`src/rtl/ika3012_serial_dac.sv`:
```
// YM3012-style serial DAC front end: deserialises SO slots on SH1/SH2 falling edges and
// decodes the 3-bit exponent / 10-bit mantissa word to 16-bit linear. Optional: IKA3012_STEREO_SYNC_EN.
module ika3012_serial_dac #(
    parameter bit MUTE_ON_ERR = 1'b0
) (
    input  logic        i_EMUCLK,
    input  logic        i_IC_n,
    input  logic        i_phi1_PCEN_n,
    input  logic        i_SO,
    input  logic        i_SH1,
    input  logic        i_SH2,
    output logic [15:0] o_CH1,
    output logic [15:0] o_CH2,
    output logic        o_CH1_VALID,
    output logic        o_CH2_VALID,
    output logic        o_FRAME_ERR
);

    logic        tick;
    logic        ld1;
    logic        ld2;
    logic        frame_ok;
    logic [15:0] dec;

    logic [15:0] sr_q, sr_d;
    logic [4:0]  cnt_q, cnt_d;
    logic        sh1_prev_q, sh1_prev_d;
    logic        sh2_prev_q, sh2_prev_d;
    logic [15:0] ch1_q, ch1_d;
    logic [15:0] ch2_q, ch2_d;
    logic        v1_q, v1_d;
    logic        v2_q, v2_d;
    logic        err_q, err_d;
`ifdef IKA3012_STEREO_SYNC_EN
    logic [15:0] hold_q, hold_d;
`endif

    // E=0 is mute; otherwise the sign-extended mantissa is shifted up by E-1 (never overflows 16 bits).
    function automatic logic [15:0] decode(input logic [2:0] e, input logic [9:0] m);
        logic [15:0] ext;
        logic [15:0] res;
        ext = {{6{m[9]}}, m};
        res = 16'h0000;
        if (e != 3'd0) begin
            res = ext << (e - 3'd1);
        end
        return res;
    endfunction

    always_comb begin
        tick     = ~i_phi1_PCEN_n;
        ld1      = tick & sh1_prev_q & ~i_SH1;
        ld2      = tick & sh2_prev_q & ~i_SH2;
        frame_ok = (cnt_q == 5'd16);
        dec      = decode(sr_q[15:13], sr_q[12:3]);
    end

    // Shift register, bit counter and strobe history; loads see sr/cnt from before this tick.
    always_comb begin
        sr_d       = sr_q;
        cnt_d      = cnt_q;
        sh1_prev_d = sh1_prev_q;
        sh2_prev_d = sh2_prev_q;
        err_d      = err_q;
        if (tick) begin
            sr_d       = {i_SO, sr_q[15:1]};
            sh1_prev_d = i_SH1;
            sh2_prev_d = i_SH2;
            if (ld1 || ld2) begin
                cnt_d = 5'd1;
            end else if (cnt_q != 5'd31) begin
                cnt_d = cnt_q + 5'd1;
            end
            if (((ld1 || ld2) && !frame_ok) || (ld1 && ld2)) begin
                err_d = 1'b1;
            end
        end
    end

`ifdef IKA3012_STEREO_SYNC_EN
    // CH1 is parked in hold_q and released together with CH2 so both channels change in one cycle.
    always_comb begin
        hold_d = hold_q;
        ch1_d  = ch1_q;
        ch2_d  = ch2_q;
        v1_d   = 1'b0;
        v2_d   = 1'b0;
        if (ld1) begin
            if (frame_ok) begin
                hold_d = dec;
            end else if (MUTE_ON_ERR) begin
                hold_d = 16'h0000;
            end
        end
        if (ld2) begin
            ch1_d = hold_d;
            if (frame_ok) begin
                ch2_d = dec;
            end else if (MUTE_ON_ERR) begin
                ch2_d = 16'h0000;
            end
            v1_d = 1'b1;
            v2_d = 1'b1;
        end
    end
`else
    always_comb begin
        ch1_d = ch1_q;
        ch2_d = ch2_q;
        v1_d  = 1'b0;
        v2_d  = 1'b0;
        if (ld1) begin
            v1_d = 1'b1;
            if (frame_ok) begin
                ch1_d = dec;
            end else if (MUTE_ON_ERR) begin
                ch1_d = 16'h0000;
            end
        end
        if (ld2) begin
            v2_d = 1'b1;
            if (frame_ok) begin
                ch2_d = dec;
            end else if (MUTE_ON_ERR) begin
                ch2_d = 16'h0000;
            end
        end
    end
`endif

    always_ff @(posedge i_EMUCLK or negedge i_IC_n) begin
        if (!i_IC_n) begin
            sr_q       <= 16'h0000;
            cnt_q      <= 5'd0;
            sh1_prev_q <= 1'b0;
            sh2_prev_q <= 1'b0;
            ch1_q      <= 16'h0000;
            ch2_q      <= 16'h0000;
            v1_q       <= 1'b0;
            v2_q       <= 1'b0;
            err_q      <= 1'b0;
        end else begin
            sr_q       <= sr_d;
            cnt_q      <= cnt_d;
            sh1_prev_q <= sh1_prev_d;
            sh2_prev_q <= sh2_prev_d;
            ch1_q      <= ch1_d;
            ch2_q      <= ch2_d;
            v1_q       <= v1_d;
            v2_q       <= v2_d;
            err_q      <= err_d;
        end
    end

`ifdef IKA3012_STEREO_SYNC_EN
    always_ff @(posedge i_EMUCLK or negedge i_IC_n) begin
        if (!i_IC_n) begin
            hold_q <= 16'h0000;
        end else begin
            hold_q <= hold_d;
        end
    end
`endif

    assign o_CH1       = ch1_q;
    assign o_CH2       = ch2_q;
    assign o_CH1_VALID = v1_q;
    assign o_CH2_VALID = v2_q;
    assign o_FRAME_ERR = err_q;

endmodule
```
`config.mk`:
```
export PLATFORM = sky130hd
export DESIGN_NAME = ika3012_serial_dac
export DESIGN_NICKNAME = d
export VERILOG_FILES = /design/src/rtl/ika3012_serial_dac.sv
export SDC_FILE = /design/constraint.sdc
export NUM_CORES = 1
export LEC_CHECK = 0
export CAP_MARGIN = 20
export CORE_ASPECT_RATIO = 0.6
export CORE_MARGIN = 3
export CORE_UTILIZATION = 45
export CTS_CLUSTER_DIAMETER = 60
export CTS_CLUSTER_SIZE = 12
export DETAILED_ROUTE_END_ITERATION = 16
export GPL_ROUTABILITY_DRIVEN = 0
export PLACE_DENSITY = 0.69
export SLEW_MARGIN = 20
export SYNTH_ARGS = -nofsm -noshare
export SYNTH_HDL_FRONTEND = slang
export SYNTH_SLANG_ARGS = --single-unit
export TNS_END_PERCENT = 5
```
`constraint.sdc`:
```
create_clock -name i_EMUCLK -period 5.8 [get_ports i_EMUCLK]
set_input_delay 0.87 -clock i_EMUCLK [delete_from_list [all_inputs] [get_ports i_EMUCLK]]
set_output_delay 0.87 -clock i_EMUCLK [all_outputs]
set_load 0.005 [all_outputs]
```
Word-level counts from Yosys, hierarchy flattened:

Cells that the tools add are included.
W data, S select, Z words.

* add/subtract/negate cells: 2
* equal/unequal tests: 2
* shift operators: 1
* mux-type cells: 5
* bitwise operators: 7
* reductions and logical operators: 11

Operators by type and width (number)
* $mux W16: 1
* $shl A16 B3 Y16: 1
* $mux W5: 2
* $reduce_and A2 Y1: 4
* $add A5 B1 Y5 const B: 1
* $eq A5 B5 Y1 const B: 1
* $ne A5 B5 Y1 const B: 1
* $and A1 B1 Y1: 4
* $not A1 Y1: 3
* $reduce_bool A3 Y1: 1
* $sub A3 B1 Y3 const B: 1
* $logic_and A1 B1 Y1: 2
* $logic_or A1 B1 Y1: 2
* $mux W1: 2
* $reduce_bool A2 Y1: 1
* $logic_not A1 Y1: 1

* bits in registers: 58
* input port bits: 6
* output and inout bits: 35

Logic depth before layout (Yosys ltp):

* depth after elaboration: 7
* gate-level depth with buffers: 8

Worst setup path after synthesis:

No wires, ideal clock.

* kind: register -> register
* start: reg sr_q[13]
* end: reg ch1_q[11] (netlist: o_CH1[11])
* data arrival time: 1.788 ns
* path slack: 3.888 ns
* cell stages (with the launch flop): 9
* path through: dfrtp_1 buf_6 inv_2 ha_1 buf_6 nor2_1 mux2i_1 o2bb2ai_1 mux2_2

* longest elaborated chain between the ends: 3
* elaborated cells on any way between the ends: 4
* those cells by class: add/sub (1); shift (1); mux (1); reduce/logical (1)

Ends and longest elaborated chain
* from (decl): line 25 `logic [15:0] sr_q, sr_d;`
* from (signal assigned): line 143 `sr_q <= sr_d;`
* $sub A3 B1 Y3: line 45 `res = ext << (e - 3'd1);`
* $shl A16 B3 Y16: line 45
* $mux W16 (*): line 44 `if (e != 3'd0) begin`
* to (signal assigned): line 147 `ch1_q <= ch1_d;`
* to (decl): line 29 `logic [15:0] ch1_q, ch1_d;`

Every way passes the cells marked *; elsewhere a longest branch is shown, timed or not.
A chain may end at the register's enable or synchronous reset.

Worst setup path in the final report:

* start: in i_phi1_PCEN_n
* end: reg ch1_q[5] (netlist: o_CH1[5])

* longest elaborated chain between the ends: 4

Ends and longest elaborated chain
* from (decl): line 8 `input logic i_phi1_PCEN_n,`
* $not A1 Y1 (no line)
* $and A1 B1 Y1 (2 in series): line 52 `ld1 = tick & sh1_prev_q & ~i_SH1;`
* via ld1: line 20 `logic ld1;`
* $reduce_and A2 Y1 (no line)

The timed path passes the listed nets, and every way through them passes these cells.

==> run summary <==
Postcts setup bufs - 0
Layout cells sized above 1 - 17.20%
I/O pin total - 41
WL/cell - 16.60 um
EDFF count, synth - 0
PwrDens - 328.4 nW/um^2
Setup_tns - 0 ns
Leak pwr - 1.442 nW
WP data arrival - 2.89 ns
CTS Root Cell - clkbuf_8
Synth Area per Inst - 12.16 um^2
Cts repair resizes - 0
Clock Skew - 0.007152 ns
Worst slew margin - 36.64%
I/O Buffers - 40
Register area share after synthesis - 53.40%
Post-synth top area share - 53.40%
Max Buffers Root-to-Sink - 2
Initial drt markers - 106
Via count - 1750
NumNets Final - 260
Maximum clock rate - 371.6 MHz
Initial antenna violation count - 0
Final Core Density - 59.41%
Filler cell count in the final layout - 449
Worst Setup End Kind - flip-flop
Vias in the first global route - 1800
Mapped Cells - 212
Synth area leaders - dfrtp_1 (53%), mux2_2 (12%), mux2i_1 (5.8%)
Total GRT Usage - 17.61%
Register area - 1376 um^2
Skew-Pair Late Insertion Delay - 0.31 ns
# Max-Cap Violations - 0
Syn Nets - 223
DP Wirelength - 3.872 mm
Site Rows - 20
Final Cycle Share - 46.39%
WS Path Type - in2reg
ANT nets after route - 0
Async SR Flop Fraction - 100.0%
Hold/Removal Path Class - reg2reg
Cell Area, Synth - 2577 um^2
Max Slew Vio Count - 0
Die H - 64.62 um
Core ar. - 5280 um^2
Final WL - 5.429 mm
Total number of H-tree levels - 2
Clock transition at path regs - 0.10 ns
Final min period - 2.691 ns
Status - completed
Endpoints failing hold - 0
Clock Sinks - 55
DR vias/cell - 5.352
DRT Pass-1 Iters - 4
Synth Warn # - 0
Worst-path fanout max - 26
Worst-margin pin slew - 0.9474 ns
Distinct cells, synth - 36
Die area - 6701 um^2
Post-synth top cells - dfrtp_1 (55), mux2_2 (28), nand2_1 (26)
Initial Util - 48.82%
DR DRC count - 0
Grt total ovfl - 0
RSZ-0062 raised after global routing - no
Clock buffer count from CTS - 5
Max VDD drop - 0.1528 mV
Multi-input logic area - 1110 um^2
Req. time, crit path - 6.00 ns
Primary FF master, synth - dfrtp_1
Final setup vio count - 0
Die span in x - 103.7 um
Setup crit start kind - input port
First-pass GRT wire length - 9.390 mm
Area Overhead vs Synth - 21.70%
CTS tree - done
Most numerous cell in the Yosys netlist - dfrtp_1
Synth area leader - dfrtp_1
N_diodes - 0
Hold buffers post-CTS - 0
Largest net degree at the start of global routing - 56
Number of synthesized register bits - 55
critical path: stages:
cell	delay [ns]
clkdlybuf4s50_1	0.89
nor3b_4	0.54
nand2_4	0.25
mux2_2	0.33
final cells by class:
cell class,instances,share of cell area [%]
sequential,55,43.88
multi-input combinational,141,35.38
timing repair buffer,41,12.84
tap,77,3.071
clock buffer,6,2.314
clock inverter,2,1.915
inverter,5,0.5983
path summary, 6_finish.rpt:
check	startpoint	endpoint	slack, ns	cells past startpoint
setup / recovery	i_phi1_PCEN_n	o_CH1[5]	3.11	4
hold / removal	o_FRAME_ERR	o_FRAME_ERR	0.47	1
setup reg to reg	sr_q[13]	o_CH2[13]	3.23	5
hold reg to reg	o_FRAME_ERR	o_FRAME_ERR	0.47	1
max in group asynchronous	i_IC_n	sr_q[3]	4.64	2
min in group asynchronous	i_IC_n	o_CH1[12]	0.69	2
power breakdown:
group / internal (mW) / switching (mW)
Combinational: 0.119 / 0.139
Clock: 0.173 / 0.124
Sequential: 0.425 / 0.0488
Total: 0.717 / 0.313
logic make-up (layout without fill, tap and decap cells):
family | Yosys count | count (layout) | share of synthesized area (%)
muxes | 44 | 44 | 19.08
DFF | 55 | 55 | 53.40
xor gates and xnor gates | 3 | 3 | 1.020
and+or+nand+nor | 48 | 48 | 10.10
adders and majority gates | 5 | 5 | 2.427
AOI/OAI and AO/OA | 41 | 41 | 10.44
buffers and inverters | 16 | 54 | 3.543
layer usage:
metal	vias to the layer above	track usage, %	part of all wire, %
met2	43	25.24	40
met5	-	0	0
met1	871	26.77	54
met4	0	3.980	0.77
li1	831	-	-
met3	5	4.478	5.1
cells in the final DEF (no fill, tap or decap), types with 2 or more instances in the layout:
cell type and instances:
clkbuf_8 5, o31ai_1 4, nand2_1 26, inv_1 4
o21ai_0 20, xor2_1 2, nor2_1 5, nor3_1 3
a21o_1 2, a22oi_1 5, nand2_4 2, bufinv_16 2
nor3b_4 2, ha_1 5, mux2_2 28, mux2i_1 15
dfrtp_1 55, a32o_1 2, nor2b_1 2, a2bb2oi_1 3
o2bb2ai_1 4, clkdlybuf4s50_1 39
per-stage QoR:
| stage | hold WS [ns] | total power [mW] | worst slack [ns] | cells | cell area [um^2] |
|---|---|---|---|---|---|
| finish | 0.4719 | 1.030 | 3.109 | 327 | 3137 |
| global route | 0.5097 | 1.090 | 2.949 | 327 | 3137 |
| CTS | 0.4789 | 1.034 | 3.117 | 327 | 3137 |
| detailed placement | 0.4560 | 0.7373 | 2.780 | 319 | 3004 |
| global placement | 0.4482 | 0.7342 | 2.844 | 319 | 3004 |
| floorplan | 0.4590 | 0.6612 | 3.888 | 212 | 2577 |
flip-flops by register name, summed over array words and instances (netlist names):
register and flops:
o_CH1_VALID 1, o_CH1 16, sr_q 13, cnt_q 5, o_CH2 16, sh1_prev_q 1
sh2_prev_q 1, o_FRAME_ERR 1, o_CH2_VALID 1
No activity file was read; power rests on OpenSTA's default activity.
